[src/rtl/mem_ctrl_if.sv]
// mem_ctrl_if: request/response and RAM-pin bundle of the memory controller.
// The master side is the environment (pipeline stages plus the RAM); the
// slave side is the controller itself.
interface mem_ctrl_if;
    // instruction fetch port
    logic        if_req;
    logic [31:0] if_addr;
    logic        if_flush;
    logic        if_done;
    logic [31:0] if_inst;
    // MEM stage port
    logic        mem_req;
    logic        mem_we;
    logic [1:0]  mem_size;
    logic [31:0] mem_addr;
    logic [31:0] mem_wdata;
    logic        mem_done;
    logic [31:0] mem_rdata;
    // byte-wide RAM pins
    logic [31:0] ram_a;
    logic [7:0]  ram_dout;
    logic        ram_wr;
    logic [7:0]  ram_din;

    modport master (
        output if_req, if_addr, if_flush,
        input  if_done, if_inst,
        output mem_req, mem_we, mem_size, mem_addr, mem_wdata,
        input  mem_done, mem_rdata,
        input  ram_a, ram_dout, ram_wr,
        output ram_din
    );

    modport slave (
        input  if_req, if_addr, if_flush,
        output if_done, if_inst,
        input  mem_req, mem_we, mem_size, mem_addr, mem_wdata,
        output mem_done, mem_rdata,
        output ram_a, ram_dout, ram_wr,
        input  ram_din
    );
endinterface

[src/rtl/mem_ctrl.sv]
// mem_ctrl: owns the core's single byte-wide RAM port and shares it between
// instruction fetch (word reads) and the MEM stage (byte/half/word loads and
// stores). Each access is serialised into little-endian byte transfers and
// finished with a one-cycle done pulse to the owning requester.
module mem_ctrl (
    input  logic      clk,
    input  logic      rst,
    mem_ctrl_if.slave bus
);
    typedef enum logic [1:0] {IDLE, READ, WRITE, DONE} state_t;

    state_t      state_q,     state_d;
    logic [2:0]  cnt_q,       cnt_d;       // edges elapsed since the grant edge
    logic [2:0]  nbytes_q,    nbytes_d;    // bytes in the current access (1/2/4)
    logic        own_mem_q,   own_mem_d;   // 1 = MEM owns the port, 0 = IF
    logic [31:0] wdata_q,     wdata_d;
    logic [31:0] acc_q,       acc_d;       // read bytes assembled so far
    logic [31:0] ram_a_q,     ram_a_d;
    logic [7:0]  ram_dout_q,  ram_dout_d;
    logic        ram_wr_q,    ram_wr_d;
    logic        if_done_q,   if_done_d;
    logic [31:0] if_inst_q,   if_inst_d;
    logic        mem_done_q,  mem_done_d;
    logic [31:0] mem_rdata_q, mem_rdata_d;

    logic [2:0]  step;        // number of the edge being computed, counted from grant
    logic [1:0]  cap_idx;     // byte lane captured at this edge during READ
    logic [2:0]  mem_nbytes;

    // State and registered outputs; reset clears everything, dropping ram_wr at once.
    always_ff @(posedge clk or posedge rst) begin
        if (rst) begin
            state_q     <= IDLE;
            cnt_q       <= '0;
            nbytes_q    <= '0;
            own_mem_q   <= 1'b0;
            wdata_q     <= '0;
            acc_q       <= '0;
            ram_a_q     <= '0;
            ram_dout_q  <= '0;
            ram_wr_q    <= 1'b0;
            if_done_q   <= 1'b0;
            if_inst_q   <= '0;
            mem_done_q  <= 1'b0;
            mem_rdata_q <= '0;
        end else begin
            state_q     <= state_d;
            cnt_q       <= cnt_d;
            nbytes_q    <= nbytes_d;
            own_mem_q   <= own_mem_d;
            wdata_q     <= wdata_d;
            acc_q       <= acc_d;
            ram_a_q     <= ram_a_d;
            ram_dout_q  <= ram_dout_d;
            ram_wr_q    <= ram_wr_d;
            if_done_q   <= if_done_d;
            if_inst_q   <= if_inst_d;
            mem_done_q  <= mem_done_d;
            mem_rdata_q <= mem_rdata_d;
        end
    end

    // Arbitration, byte sequencing and data assembly for the next edge.
    always_comb begin
        state_d     = state_q;
        cnt_d       = cnt_q;
        nbytes_d    = nbytes_q;
        own_mem_d   = own_mem_q;
        wdata_d     = wdata_q;
        acc_d       = acc_q;
        ram_a_d     = ram_a_q;
        ram_dout_d  = '0;
        ram_wr_d    = 1'b0;
        if_done_d   = 1'b0;
        if_inst_d   = if_inst_q;
        mem_done_d  = 1'b0;
        mem_rdata_d = mem_rdata_q;
        step        = cnt_q + 3'd1;
        cap_idx     = 2'(step - 3'd2);

        case (bus.mem_size)
            2'b00:   mem_nbytes = 3'd1;
            2'b01:   mem_nbytes = 3'd2;
            default: mem_nbytes = 3'd4;
        endcase

        case (state_q)
            IDLE: begin
                cnt_d = '0;
                // MEM holds the older instruction, so it wins a tie
                if (bus.mem_req) begin
                    own_mem_d = 1'b1;
                    nbytes_d  = mem_nbytes;
                    wdata_d   = bus.mem_wdata;
                    ram_a_d   = bus.mem_addr;
                    acc_d     = '0;
                    if (bus.mem_we) begin
                        state_d    = WRITE;
                        ram_wr_d   = 1'b1;
                        ram_dout_d = bus.mem_wdata[7:0];
                    end else begin
                        state_d = READ;
                    end
                end else if (bus.if_req && !bus.if_flush) begin
                    own_mem_d = 1'b0;
                    nbytes_d  = 3'd4;
                    ram_a_d   = bus.if_addr;
                    acc_d     = '0;
                    state_d   = READ;
                end
            end

            READ: begin
                cnt_d = step;
                if (step < nbytes_q) begin
                    ram_a_d = ram_a_q + 32'd1;
                end
                // RAM read is registered: the byte addressed at edge k is captured at k+2
                if (step >= 3'd2) begin
                    acc_d[{cap_idx, 3'b000} +: 8] = bus.ram_din;
                end
                if (step == nbytes_q + 3'd1) begin
                    state_d = DONE;
                    cnt_d   = '0;
                    if (own_mem_q) begin
                        mem_done_d  = 1'b1;
                        mem_rdata_d = acc_d;
                    end else begin
                        if_done_d = 1'b1;
                        if_inst_d = acc_d;
                    end
                end
                // A taken branch abandons the fetch, even on its final edge
                if (!own_mem_q && bus.if_flush) begin
                    state_d   = IDLE;
                    cnt_d     = '0;
                    if_done_d = 1'b0;
                    if_inst_d = if_inst_q;
                end
            end

            WRITE: begin
                cnt_d = step;
                if (step < nbytes_q) begin
                    ram_a_d    = ram_a_q + 32'd1;
                    ram_dout_d = wdata_q[{step[1:0], 3'b000} +: 8];
                    ram_wr_d   = 1'b1;
                end else begin
                    state_d    = DONE;
                    cnt_d      = '0;
                    mem_done_d = 1'b1;
                end
            end

            DONE: begin
                // no grant at this edge: requesters drop req on seeing done
                state_d = IDLE;
                cnt_d   = '0;
            end

            default: begin
                state_d = IDLE;
                cnt_d   = '0;
            end
        endcase
    end

    assign bus.if_done   = if_done_q;
    assign bus.if_inst   = if_inst_q;
    assign bus.mem_done  = mem_done_q;
    assign bus.mem_rdata = mem_rdata_q;
    assign bus.ram_a     = ram_a_q;
    assign bus.ram_dout  = ram_dout_q;
    assign bus.ram_wr    = ram_wr_q;
endmodule

[src/flat_wrapper.sv]
// flat-port wrapper written by rule: the top's interface ports become plain ports
module mem_ctrl_flat 
  (clk, rst, bus_if_req, bus_if_addr, bus_if_flush, bus_if_done, bus_if_inst, bus_mem_req, bus_mem_we, bus_mem_size, bus_mem_addr, bus_mem_wdata, bus_mem_done, bus_mem_rdata, bus_ram_a, bus_ram_dout, bus_ram_wr, bus_ram_din);
  mem_ctrl_if bus_i ();
  input  logic clk;
  input  logic rst;
  input wire logic [$bits(bus_i.if_req)-1:0] bus_if_req;
  input wire logic [$bits(bus_i.if_addr)-1:0] bus_if_addr;
  input wire logic [$bits(bus_i.if_flush)-1:0] bus_if_flush;
  output wire logic [$bits(bus_i.if_done)-1:0] bus_if_done;
  output wire logic [$bits(bus_i.if_inst)-1:0] bus_if_inst;
  input wire logic [$bits(bus_i.mem_req)-1:0] bus_mem_req;
  input wire logic [$bits(bus_i.mem_we)-1:0] bus_mem_we;
  input wire logic [$bits(bus_i.mem_size)-1:0] bus_mem_size;
  input wire logic [$bits(bus_i.mem_addr)-1:0] bus_mem_addr;
  input wire logic [$bits(bus_i.mem_wdata)-1:0] bus_mem_wdata;
  output wire logic [$bits(bus_i.mem_done)-1:0] bus_mem_done;
  output wire logic [$bits(bus_i.mem_rdata)-1:0] bus_mem_rdata;
  output wire logic [$bits(bus_i.ram_a)-1:0] bus_ram_a;
  output wire logic [$bits(bus_i.ram_dout)-1:0] bus_ram_dout;
  output wire logic [$bits(bus_i.ram_wr)-1:0] bus_ram_wr;
  input wire logic [$bits(bus_i.ram_din)-1:0] bus_ram_din;
  assign bus_i.if_req = bus_if_req;
  assign bus_i.if_addr = bus_if_addr;
  assign bus_i.if_flush = bus_if_flush;
  assign bus_if_done = bus_i.if_done;
  assign bus_if_inst = bus_i.if_inst;
  assign bus_i.mem_req = bus_mem_req;
  assign bus_i.mem_we = bus_mem_we;
  assign bus_i.mem_size = bus_mem_size;
  assign bus_i.mem_addr = bus_mem_addr;
  assign bus_i.mem_wdata = bus_mem_wdata;
  assign bus_mem_done = bus_i.mem_done;
  assign bus_mem_rdata = bus_i.mem_rdata;
  assign bus_ram_a = bus_i.ram_a;
  assign bus_ram_dout = bus_i.ram_dout;
  assign bus_ram_wr = bus_i.ram_wr;
  assign bus_i.ram_din = bus_ram_din;
  mem_ctrl u_core (.clk(clk), .rst(rst), .bus(bus_i));
endmodule
[config.mk]
export PLATFORM = sky130hd
export DESIGN_NAME = mem_ctrl_flat
export DESIGN_NICKNAME = d
export VERILOG_FILES = /design/src/rtl/mem_ctrl_if.sv /design/src/rtl/mem_ctrl.sv /design/src/flat_wrapper.sv
export SDC_FILE = /design/constraint.sdc
export NUM_CORES = 1
export LEC_CHECK = 0
export BUFFER_PORTS_ARGS = -buffer_cell sky130_fd_sc_hd__buf_2
export CAP_MARGIN = 20
export CORE_AREA = 2 2 175 177
export CTS_CLUSTER_SIZE = 10
export DETAILED_ROUTE_END_ITERATION = 10
export DIE_AREA = 0 0 177 179
export PLACE_DENSITY = 0.58
export SYNTH_ARGS = -nofsm -noshare
export SYNTH_HDL_FRONTEND = slang
export SYNTH_SLANG_ARGS = --single-unit
[constraint.sdc]
create_clock -name clk -period 7.4 [get_ports clk]
set_clock_uncertainty 0.2 [all_clocks]
set_input_delay 0 -clock clk [delete_from_list [all_inputs] [get_ports clk]]
set_output_delay 0 -clock clk [all_outputs]
set_load 0.05 [all_outputs]
Yosys cells after proc, flatten, opt, wreduce, memory -nomap -nowiden. Cells that the tools add are included.

Output and inout port bits: 107. Input bits: 112. Word-level logic and storage cells: 93. Bits in registers: 180.

Equality and inequality tests: 9. Reductions and logical operators: 18. Mux-type cells: 41. Bitwise logic cells: 2. Magnitude comparators: 2. $add $sub $neg: 5. Shifts and indexed selects: 3.

Operators with widths (number): $mux 32 (6); $pmux 32 s2 (2); $add 32x1->32 const B (1); $bwmux 32 (1); $shift 8x7->32 const A (1); $shiftx 32x6->8 (1); $shiftx 8x7->32 (1); $mux 8 (3); $pmux 8 s2 (1); $mux 3 (5); $mux 1 (12); $mux 2 (6); $pmux 3 s3 (1); $reduce_and 3->1 (3); $pmux 2 s4 (1); $neg 5->7 (1); $add 3x1->3 const B (2); $pmux 3 s2 (1); $reduce_and 2->1 (3); $reduce_bool 2->1 (3); $eq 2x1->1 const B (2); $eq 2x2->1 const B (2); $logic_not 2->1 (2); $pmux 1 s2 (2); other kinds (13) (17).

Longest topological paths before layout. Gate-level depths: netlist (run 1).

Word-level depth: 7. Depth in mapped cells: 11. Gate-level depth less buffers: 9.

Worst setup path after synthesis (run 1). No wires, ideal clock.

Path kind: reg-to-reg. Start: register u_core.cnt_q[0]. End: register u_core.ram_a_q[31], in the netlist u_core.bus.ram_a[31]. Arrival: 2.730 ns. Clock period less this slack: 3.069 ns. Data required time: 7.061 ns. Slack: 4.331 ns. Cell stages (with the launch flop): 11. Cells stage by stage: dfrtp_1 > ha_1 > xnor2_2 > inv_1 > ha_1 > o21a_1 > o31a_1 > or3_1 > clkbuf_1 > and2_1 > or4_1.

Word-level cells in the longest chain between the ends: 4.

RTL lines: from (decl) (line mem_ctrl.sv:13) `logic [2:0] cnt_q, cnt_d;`; from (signal assigned) (line mem_ctrl.sv:48) `cnt_q <= cnt_d;`; $add 3x1->3 (line mem_ctrl.sv:78) `step = cnt_q + 3'd1;`; $lt 3x3->1 (line mem_ctrl.sv:115, mem_ctrl.sv:144); $ne 2x1->1 (no source line); $reduce_and 3->1 (no source line); to (signal assigned) (line mem_ctrl.sv:53) `ram_a_q <= ram_a_d;`; to (decl) (line mem_ctrl.sv:18) `logic [31:0] ram_a_q, ram_a_d;`.

Every way passes these cells. A chain may end at the register's enable or synchronous reset.

Worst setup path after layout (run 1). Ends and elaborated chain as after synthesis.

==> flow_summary.yaml, run 1 <==
outcome:
  status: "completed"
power:
  switching_share_pct: 47.2
  pwr-share-clk_pct: 18.3
  power_leakage_nw: 5.50
  vdd_drop_max_v: 0.000242
  power.density_mw_per_mm2: 434
  internal_power_mw: 2.75
  p_sw_mw: 2.46
  pwr-share-comb_pct: 51.0
  p_seq_share_pct: 30.8
yosys:
  synth_area_sq_mm: 0.00878
  synth-edff-count: 0
  yosys_warnings: 0
  synth_fp_nets: 985
  seq_area_frac_synth_pct: 51.3
  avgSynthCellArea_sq_um: 10.2
  synth_top_cell_by_area: "dfrtp_1"
  synthTopCellsByArea: "dfrtp_1, mux2_2, nand2_1"
  synthFlopType: "dfrtp_1"
  syn_inst: 858
  synth_seq_cells: 180
  synth_async_sr_flop_share_pct: 100
  synth_top_area_share_pct: 51.3
  synth.distinct_cells: 56
cells_and_area:
  diodes: 0
  fin_nets: 1288
  synthToLayoutAreaGrowth_pct: 36.8
  most-common-layout-cells: "buf_2, dfrtp_1, dlygate4sd3_1"
  final_common_cell: "buf_2"
  drive_above_1_share_pct: 27.6
  fin_util_pct: 40.0
route:
  m1WireLength_um: 11100
  highest_layer: "met4"
  drt_iter0_drc: 473
  routed_via_density: 4.94
  drtPass1Iterations: 5
  vias: 7748
  ant_nets: 0
  drc_errors: 0
  route.met3.wl_um: 1240
  wl_per_cell_um: 16.2
  wl_met2_um: 12600
  wl_um: 25400
die:
  fp.dieH_um: 179
  core_area_sq_mm: 0.0300
  fp.dieW_um: 177
  die_area_sq_mm: 0.0317
  rows: 64
  initial_utilization_pct: 29.3
  pin_count: 219
clock_network:
  root_buffer: "clkbuf_16"
  cts_sinks: 180
  tritoncts: "built"
  cts_max_path_buffers: 2
  cts_buffers: 17
  ctsResizeCount: 0
  htreeDepth: 4
  post_cts_buffers: 0
  clk_latency_ns: 0.42
  cts_hold_buf: 117
  clk_pin_slew_ns: 0.07
grt:
  grt_pass1_vias: 7539
  grt_antenna_before_repair: 0
  grt_use_total_pct: 16.1
  grt_pass1_wl_um: 40500
  grt_overflow_total: 0
  grt_max_degree: 101
worst_setup_path:
  worstSetupPathType: "reg2reg"
  r2r_slack_ns: 3.14
  rr_startpoint: "u_core.cnt_q[0]"
  cp.required_ns: 7.50
  cp_max_fo: 44
  worstReg2RegEnd: "u_core.bus.ram_a[31]"
  start_kind: "register"
  reg2regPathDepth: 9
  arrival_ns: 4.36
  endpoint_kind: "register"
timing:
  final.setup.tns_ns: 0
  rsz0062_at_grt: "false"
  slew_viol_final: 0
  slew-limit-headroom_pct: 34.8
  finalHoldViolCount: 0
  fmax_ghz: 0.235
  final-setup-viol-count: 0
  tightestPinTransition_ns: 0.978
  min_period_over_period_pct: 57.6
  finalCriticalPeriod_ns: 4.26
run:
  cap_violations: 0
placed_design:
  numPortBuffers: 218
  routabilityCongestion: 0.804
  dp_hpwl_um: 16600
worst_hold_path:
  hold_class: "in2async"
worst max-delay path by stage:
stage | startpoint | end | slack, ns | cells past startpoint
final | u_core.cnt_q[0] | u_core.bus.ram_a[31] | 3.14 | 9
after CTS | u_core.cnt_q[0] | u_core.bus.ram_a[31] | 3.09 | 9
after global placement | u_core.cnt_q[0] | u_core.bus.ram_a[31] | 3.15 | 9
after floorplan | rst | u_core.acc_q[0] | 2.31 | 1
after global routing | u_core.cnt_q[0] | u_core.bus.ram_a[31] | 2.83 | 9
after detailed placement | u_core.cnt_q[0] | u_core.bus.ram_a[31] | 3.07 | 9
cell families after synthesis:
logic type / Yosys count / share of synthesized area, %
mux: 57 / 8.26
simple gates: 253 / 14.5
flops: 180 / 51.3
xor+xnor: 4 / 0.484
compound gates: 269 / 19.7
buf+inv: 80 / 3.63
fa+ha+maj: 15 / 2.14
flip-flops by register name (all words and copies together), names as in the netlist:
| register | count |
|---|---|
| u_core.acc_q | 32 |
| u_core.bus.if_done | 1 |
| u_core.bus.if_inst | 32 |
| u_core.bus.mem_done | 1 |
| u_core.bus.mem_rdata | 32 |
| u_core.bus.ram_a | 32 |
| u_core.bus.ram_dout | 8 |
| u_core.bus.ram_wr | 1 |
| u_core.cnt_q | 3 |
| u_core.nbytes_q | 3 |
| u_core.own_mem_q | 1 |
| u_core.state_q | 2 |
| u_core.wdata_q | 32 |
synth_stat cells (all sizes together), types with 12 or more instances:
library cell and count:
a211oi 16, clkbuf 36, a21boi 20, nand3 34
ha 15, a22o 35, buf 25, nand4 12
nor2b 20, nor2 20, o22a 16, dfrtp 180
nand2 111, a21oi 55, inv 19, mux2 44
o21ai 87, and3 18
metal layers:
metal | track usage, % | vias up
li1 | - | 3719
met1 | 21.0 | 3780
met2 | 27.3 | 227
met3 | 3.41 | 22
met4 | 4.13 | 0
met5 | 0 | -
final cells by class:
| cell class | instances | area (sq um) |
|---|---|---|
| multi-input cells | 598 | 3970 |
| repair buffers | 345 | 2360 |
| inverters | 19 | 78.8 |
| flip-flops and latches | 180 | 4500 |
| fillers | 2967 | 18000 |
| clock buffers | 19 | 443 |
| well taps | 396 | 495 |
| clock inverters | 13 | 166 |
power groups by stage:
| stage | Clock (mW) | Combinational [mW] | Sequential (mW) |
|---|---|---|---|
| after CTS | 0.983 | 2.66 | 1.60 |
| after global routing | 1.03 | 2.89 | 1.65 |
| after floorplan | 0 | 1.28 | 2.26 |
| after global placement | 0 | 2.50 | 1.61 |
| final | 0.951 | 2.66 | 1.60 |
| after detailed placement | 0 | 2.54 | 1.62 |
through the flow:
step           power (mW)  hold WS, ns  setup slack [ns]  instance area [sq um]  cells
2_1_floorplan        3.53       -0.102              2.31                   8780    858
3_3_place_gp         4.11     -0.00190              3.15                  10200   1420
3_5_place_dp         4.16     -0.00682              3.07                  10200   1420
4_1_cts              5.25       0.0663              3.09                  12000   1569
5_1_grt              5.57        0.109              2.83                  12000   1570
6_report             5.21       0.0150              3.14                  12000   1570
worst max-delay path, cell delays in order (launching register included):
cell     delay [ns]
dfrtp_1        0.95
inv_1          0.24
ha_1           0.76
ha_1           0.34
nor2b_1        0.14
o31a_1         0.25
or3_1          0.30
buf_4          0.27
and2_1         0.21
or4_1          0.45
Note: power is estimated with default switching activity, not from simulation.
==> run 2, diff against run 1 <==
Settings changed: PLACE_DENSITY 0.58 to 0.6.
Clock period 7.4 ns to 3.6 ns, I/O delays scaled along.
==> flow_summary.yaml, run 2 (synthesis results as in run 1) <==
outcome:
  status: "completed"
run:
  cap_violations: 0
die:
  core_area_sq_mm: 0.0300
  die_area_sq_mm: 0.0317
  initial_utilization_pct: 29.3
  rows: 64
  fp.dieH_um: 179
  fp.dieW_um: 177
  pin_count: 219
grt:
  grt_antenna_before_repair: 0
  grt_pass1_vias: 7677
  grt_max_degree: 132
  grt_overflow_total: 0
  grt_pass1_wl_um: 40600
  grt_use_total_pct: 16.1
placed_design:
  routabilityCongestion: 0.802
  place_inst: 1425
  numPortBuffers: 218
  dp_hpwl_um: 16700
route:
  wl_per_cell_um: 16.0
  drt_iter0_drc: 391
  drtPass1Iterations: 5
  wl_um: 25100
  drc_errors: 0
  ant_nets: 0
  routed_via_density: 4.89
  vias: 7696
cells_and_area:
  diodes: 0
  fin_util_pct: 40.0
  final_cells: 1573
  most-common-layout-cells: "buf_2, dfrtp_1, dlygate4sd3_1"
  n_fill_cell: 2976
  fin_nets: 1291
  synthToLayoutAreaGrowth_pct: 36.6
  final_common_cell: "buf_2"
  drive_above_1_share_pct: 27.8
power:
  switching_share_pct: 47.2
  power.density_mw_per_mm2: 890
  vdd_drop_max_v: 0.000428
  pwr-share-clk_pct: 17.9
  internal_power_mw: 5.64
  power_leakage_nw: 5.50
  p_seq_share_pct: 30.5
  p_sw_mw: 5.04
  pwr-share-comb_pct: 51.6
clock_network:
  root_buffer: "clkbuf_16"
  cts_buffers: 17
  clk_pin_slew_ns: 0.07
  clk_latency_ns: 0.43
  cts_max_path_buffers: 2
  ctsResizeCount: 0
  cts_sinks: 180
  tritoncts: "built"
  htreeDepth: 4
worst_setup_path:
  arrival_ns: 3.06
  worstSetupPathType: "reg2reg"
  start_kind: "register"
  endpoint_kind: "register"
  cp_max_fo: 43
  cp.required_ns: 3.70
timing:
  rsz0062_at_grt: "false"
  min_period_over_period_pct: 82.3
  fmax_ghz: 0.338
  finalCriticalPeriod_ns: 2.96
  finalHoldViolCount: 0
  final-setup-viol-count: 0
  whs_ns: 0.0496
  tightestPinTransition_ns: 0.886
  slew-limit-headroom_pct: 40.9
  slew_viol_final: 0
  final.setup.tns_ns: 0
worst_hold_path:
  hold_class: "in2reg"
==> run 2: cell count changes in the layout (fill, tap and decap cells not counted), sizes merged <==
cell,before,now
buf,228,232
inv,25,23
clkinv,2,3
clkinvlp,3,4
dlygate4sd3,117,116
==> run 2: final cells by class <==
cell class                 count  area, sq um  area share (%)
tap                          396          495            4.13
inverter                      19         75.1           0.626
timing repair buffer         348         2370            19.7
clock inverter                13          150            1.25
multi-input combinational    598         3970            33.1
sequential                   180         4500            37.5
clock buffer                  19          433            3.61
==> run 2: power by group through the flow <==
stage	registers (mW)	clock network, mW	logic, mW
floorplan	4.64	0	2.63
CTS	3.25	1.97	5.54
finish	3.25	1.91	5.51
global route	3.36	2.05	6.01
detailed placement	3.29	0	5.30
global placement	3.27	0	5.23
==> run 2: timing repair <==
action | CTS | global route
setup buffers | 0 | 0
endpoints found under the hold margin | 333 | 0
hold buffers | 116 | 0
==> run 2: metal layers <==
layer,vias up,track usage [%],share of wire [%]
li1,3733,-,-
met1,3729,21.7,46
met2,203,26.2,48
met3,31,2.78,4.5
met4,0,5.44,1.9
met5,-,0,0
==> run 2: worst max-delay path: stages, from the launching register on <==
cell	delay (ns)
dfrtp_1	0.40
ha_1	0.24
xnor2_2	0.17
inv_1	0.09
ha_1	0.29
o21a_1	0.12
o31a_1	0.16
or3_1	0.14
buf_4	0.39
nor3_1	0.10
or4_1	0.54
==> run 2: path summary, 6_finish.rpt <==
| path | from | endpoint | slack [ns] | cells past startpoint |
|---|---|---|---|---|
| max reg2reg | u_core.cnt_q[0] | u_core.bus.ram_a[31] | 0.64 | 10 |
| min in group asynchronous | rst | u_core.bus.mem_rdata[28] | 0.13 | 4 |
| max | u_core.cnt_q[0] | u_core.bus.ram_a[31] | 0.64 | 10 |
| min reg2reg | u_core.bus.if_inst[23] | u_core.bus.if_inst[23] | 0.27 | 2 |
| min | bus_mem_req | u_core.state_q[1] | 0.05 | 4 |
| max in group asynchronous | rst | u_core.cnt_q[1] | 2.51 | 4 |
==> run 2: metrics by stage <==
step                      cell area, sq um  total power, mW  setup WS [ns]
after global routing                 12000             11.4          0.399
after CTS                            12000             10.8          0.605
final                                12000             10.7          0.639
after global placement               10300             8.50          0.650
after detailed placement             10300             8.59          0.611
after floorplan                       8790             7.26          0.531
==> run 3, diff against run 2 <==
Settings changed: PLACE_DENSITY 0.6 to 0.58.
Clock period 3.6 ns to 3.1 ns, I/O delays scaled along.
==> flow_summary.yaml, run 3 (synthesis results as in run 1) <==
cells_and_area:
  fin_nets: 1304
  synthToLayoutAreaGrowth_pct: 39.1
  final_area_sq_mm: 0.0122
  fin_util_pct: 40.7
  drive_above_1_share_pct: 28.4
  n_fill_cell: 2972
  most-common-layout-cells: "buf_2, dfrtp_1, dlygate4sd3_1"
  final_common_cell: "buf_2"
  diodes: 0
timing:
  tightestPinTransition_ns: 0.866
  finalCriticalPeriod_ns: 2.90
  fmax_ghz: 0.345
  final.setup.tns_ns: 0
  finalHoldViolCount: 0
  slew-limit-headroom_pct: 41.8
  whs_ns: 0.0602
  slew_viol_final: 0
  final-setup-viol-count: 0
  rsz0062_at_grt: "false"
  min_period_over_period_pct: 93.5
route:
  drtPass1Iterations: 5
  drt_iter0_drc: 390
  wl_per_cell_um: 16.0
  routed_via_density: 4.90
  wl_um: 25300
  vias: 7765
  drc_errors: 0
  ant_nets: 0
die:
  core_area_sq_mm: 0.0300
  pin_count: 219
  fp.dieW_um: 177
  die_area_sq_mm: 0.0317
  fp.dieH_um: 179
  initial_utilization_pct: 29.3
  rows: 64
placed_design:
  place_area_sq_mm: 0.0104
  routabilityCongestion: 0.801
  dp_hpwl_um: 16700
  numPortBuffers: 218
clock_network:
  cts_sinks: 180
  cts_max_path_buffers: 2
  clk_pin_slew_ns: 0.07
  root_buffer: "clkbuf_16"
  post_cts_buffers: 0
  htreeDepth: 4
  clk_latency_ns: 0.43
  cts_buffers: 17
  tritoncts: "built"
grt:
  grt_pass1_vias: 7572
  grt_max_degree: 91
  grt_pass1_wl_um: 40100
  grt_use_total_pct: 16.1
  grt_overflow_total: 0
  grt_antenna_before_repair: 0
run:
  cap_violations: 0
power:
  power_mw: 12.7
  vdd_drop_max_v: 0.000450
  power_leakage_nw: 5.61
  power.density_mw_per_mm2: 1040
worst_hold_path:
  hold_class: "in2reg"
worst_setup_path:
  crit_family: "simple AND/OR/NAND/NOR gates"
  crit_path_top_delay_cell: "or4_1"
  crit_path_max_incr_delay_ns: 0.54
  arrival_ns: 2.99
  start_kind: "register"
  path_common_cell: "ha_1"
  cp_cell_sequence: "ha_1 -> xnor2_2 -> inv_1 -> ha_1 -> o21a_1 -> o31a_1 -> or3_1 -> buf_12 -> nor3_1 -> or4_1"
  path_buf_inv: 2
  endpoint_kind: "register"
  worstSetupPathType: "reg2reg"
  cp.required_ns: 3.19
  cp_max_fo: 43
outcome:
  status: "completed"
[run 3: cell types whose count changed in the layout (fill, tap and decap cells not counted)]
cell | before | now
buf_12 | 1 | 4
clkinv_4 | 1 | 2
dlygate4sd3_1 | 116 | 119
bufinv_16 | 2 | 4
buf_4 | 13 | 20
clkinvlp_4 | 4 | 1
clkbuf_8 | 0 | 1
clkinv_8 | 0 | 1
clkinv_2 | 2 | 0
inv_6 | 3 | 4
clkbuf_1 | 2 | 1
[run 3: layout make-up]
class / instances / area [sq um] / share of cell area, %
sequential: 180 / 4500 / 36.9
multi-input combinational: 598 / 3970 / 32.5
timing repair buffer: 361 / 2510 / 20.6
tap: 396 / 495 / 4.06
clock buffer: 19 / 443 / 3.63
clock inverter: 13 / 211 / 1.73
inverter: 19 / 75.1 / 0.615
[run 3: repair_timing]
item,4_1_cts,5_1_grt
endpoints found under the hold margin,342,0
endpoints found under the setup margin,0,0
resized for setup,0,0
hold buffers,119,0
[run 3: worst min-delay path: cells and delay by family]
family | cells | cell delay (ns)
buffers and inverters | 1 | 0.07
AOI/OAI and AO/OA | 1 | 0.21
and+or+nand+nor | 3 | 0.35
[run 3: per-layer routing]
| layer | track usage [%] | wire length (um) | vias to the layer above |
|---|---|---|---|
| met4 | 4.65 | 370 | 0 |
| met1 | 20.9 | 11400 | 3758 |
| met2 | 26.6 | 12300 | 216 |
| met3 | 3.82 | 1280 | 34 |
| li1 | - | - | 3757 |
| met5 | 0 | 0 | - |
[run 3: stage by stage]
step | setup slack, ns | cells
global placement | 0.273 | 1435
CTS | 0.199 | 1586
global route | 0.0219 | 1586
finish | 0.200 | 1586
floorplan | 0.0314 | 858
detailed placement | 0.202 | 1435
[run 3: worst paths after layout]
kind / cells past startpoint / slack, ns / to / from
setup / recovery: 10 / 0.20 / u_core.bus.ram_a[31] / u_core.cnt_q[0]
max in group asynchronous: 5 / 1.57 / u_core.acc_q[5] / rst
setup reg to reg: 10 / 0.20 / u_core.bus.ram_a[31] / u_core.cnt_q[0]
hold / removal: 5 / 0.06 / u_core.own_mem_q / bus_if_req
hold reg to reg: 2 / 0.27 / u_core.bus.mem_rdata[17] / u_core.bus.mem_rdata[17]
min in group asynchronous: 4 / 0.42 / u_core.bus.mem_rdata[28] / rst
[run 3: power breakdown]
part	internal (mW)	total (mW)	switching (mW)	leakage (nW)
registers	3.17	3.77	0.599	2.28
logic	2.27	6.53	4.25	3.01
clock network	1.41	2.43	1.02	0.320
total	6.86	12.7	5.87	5.61
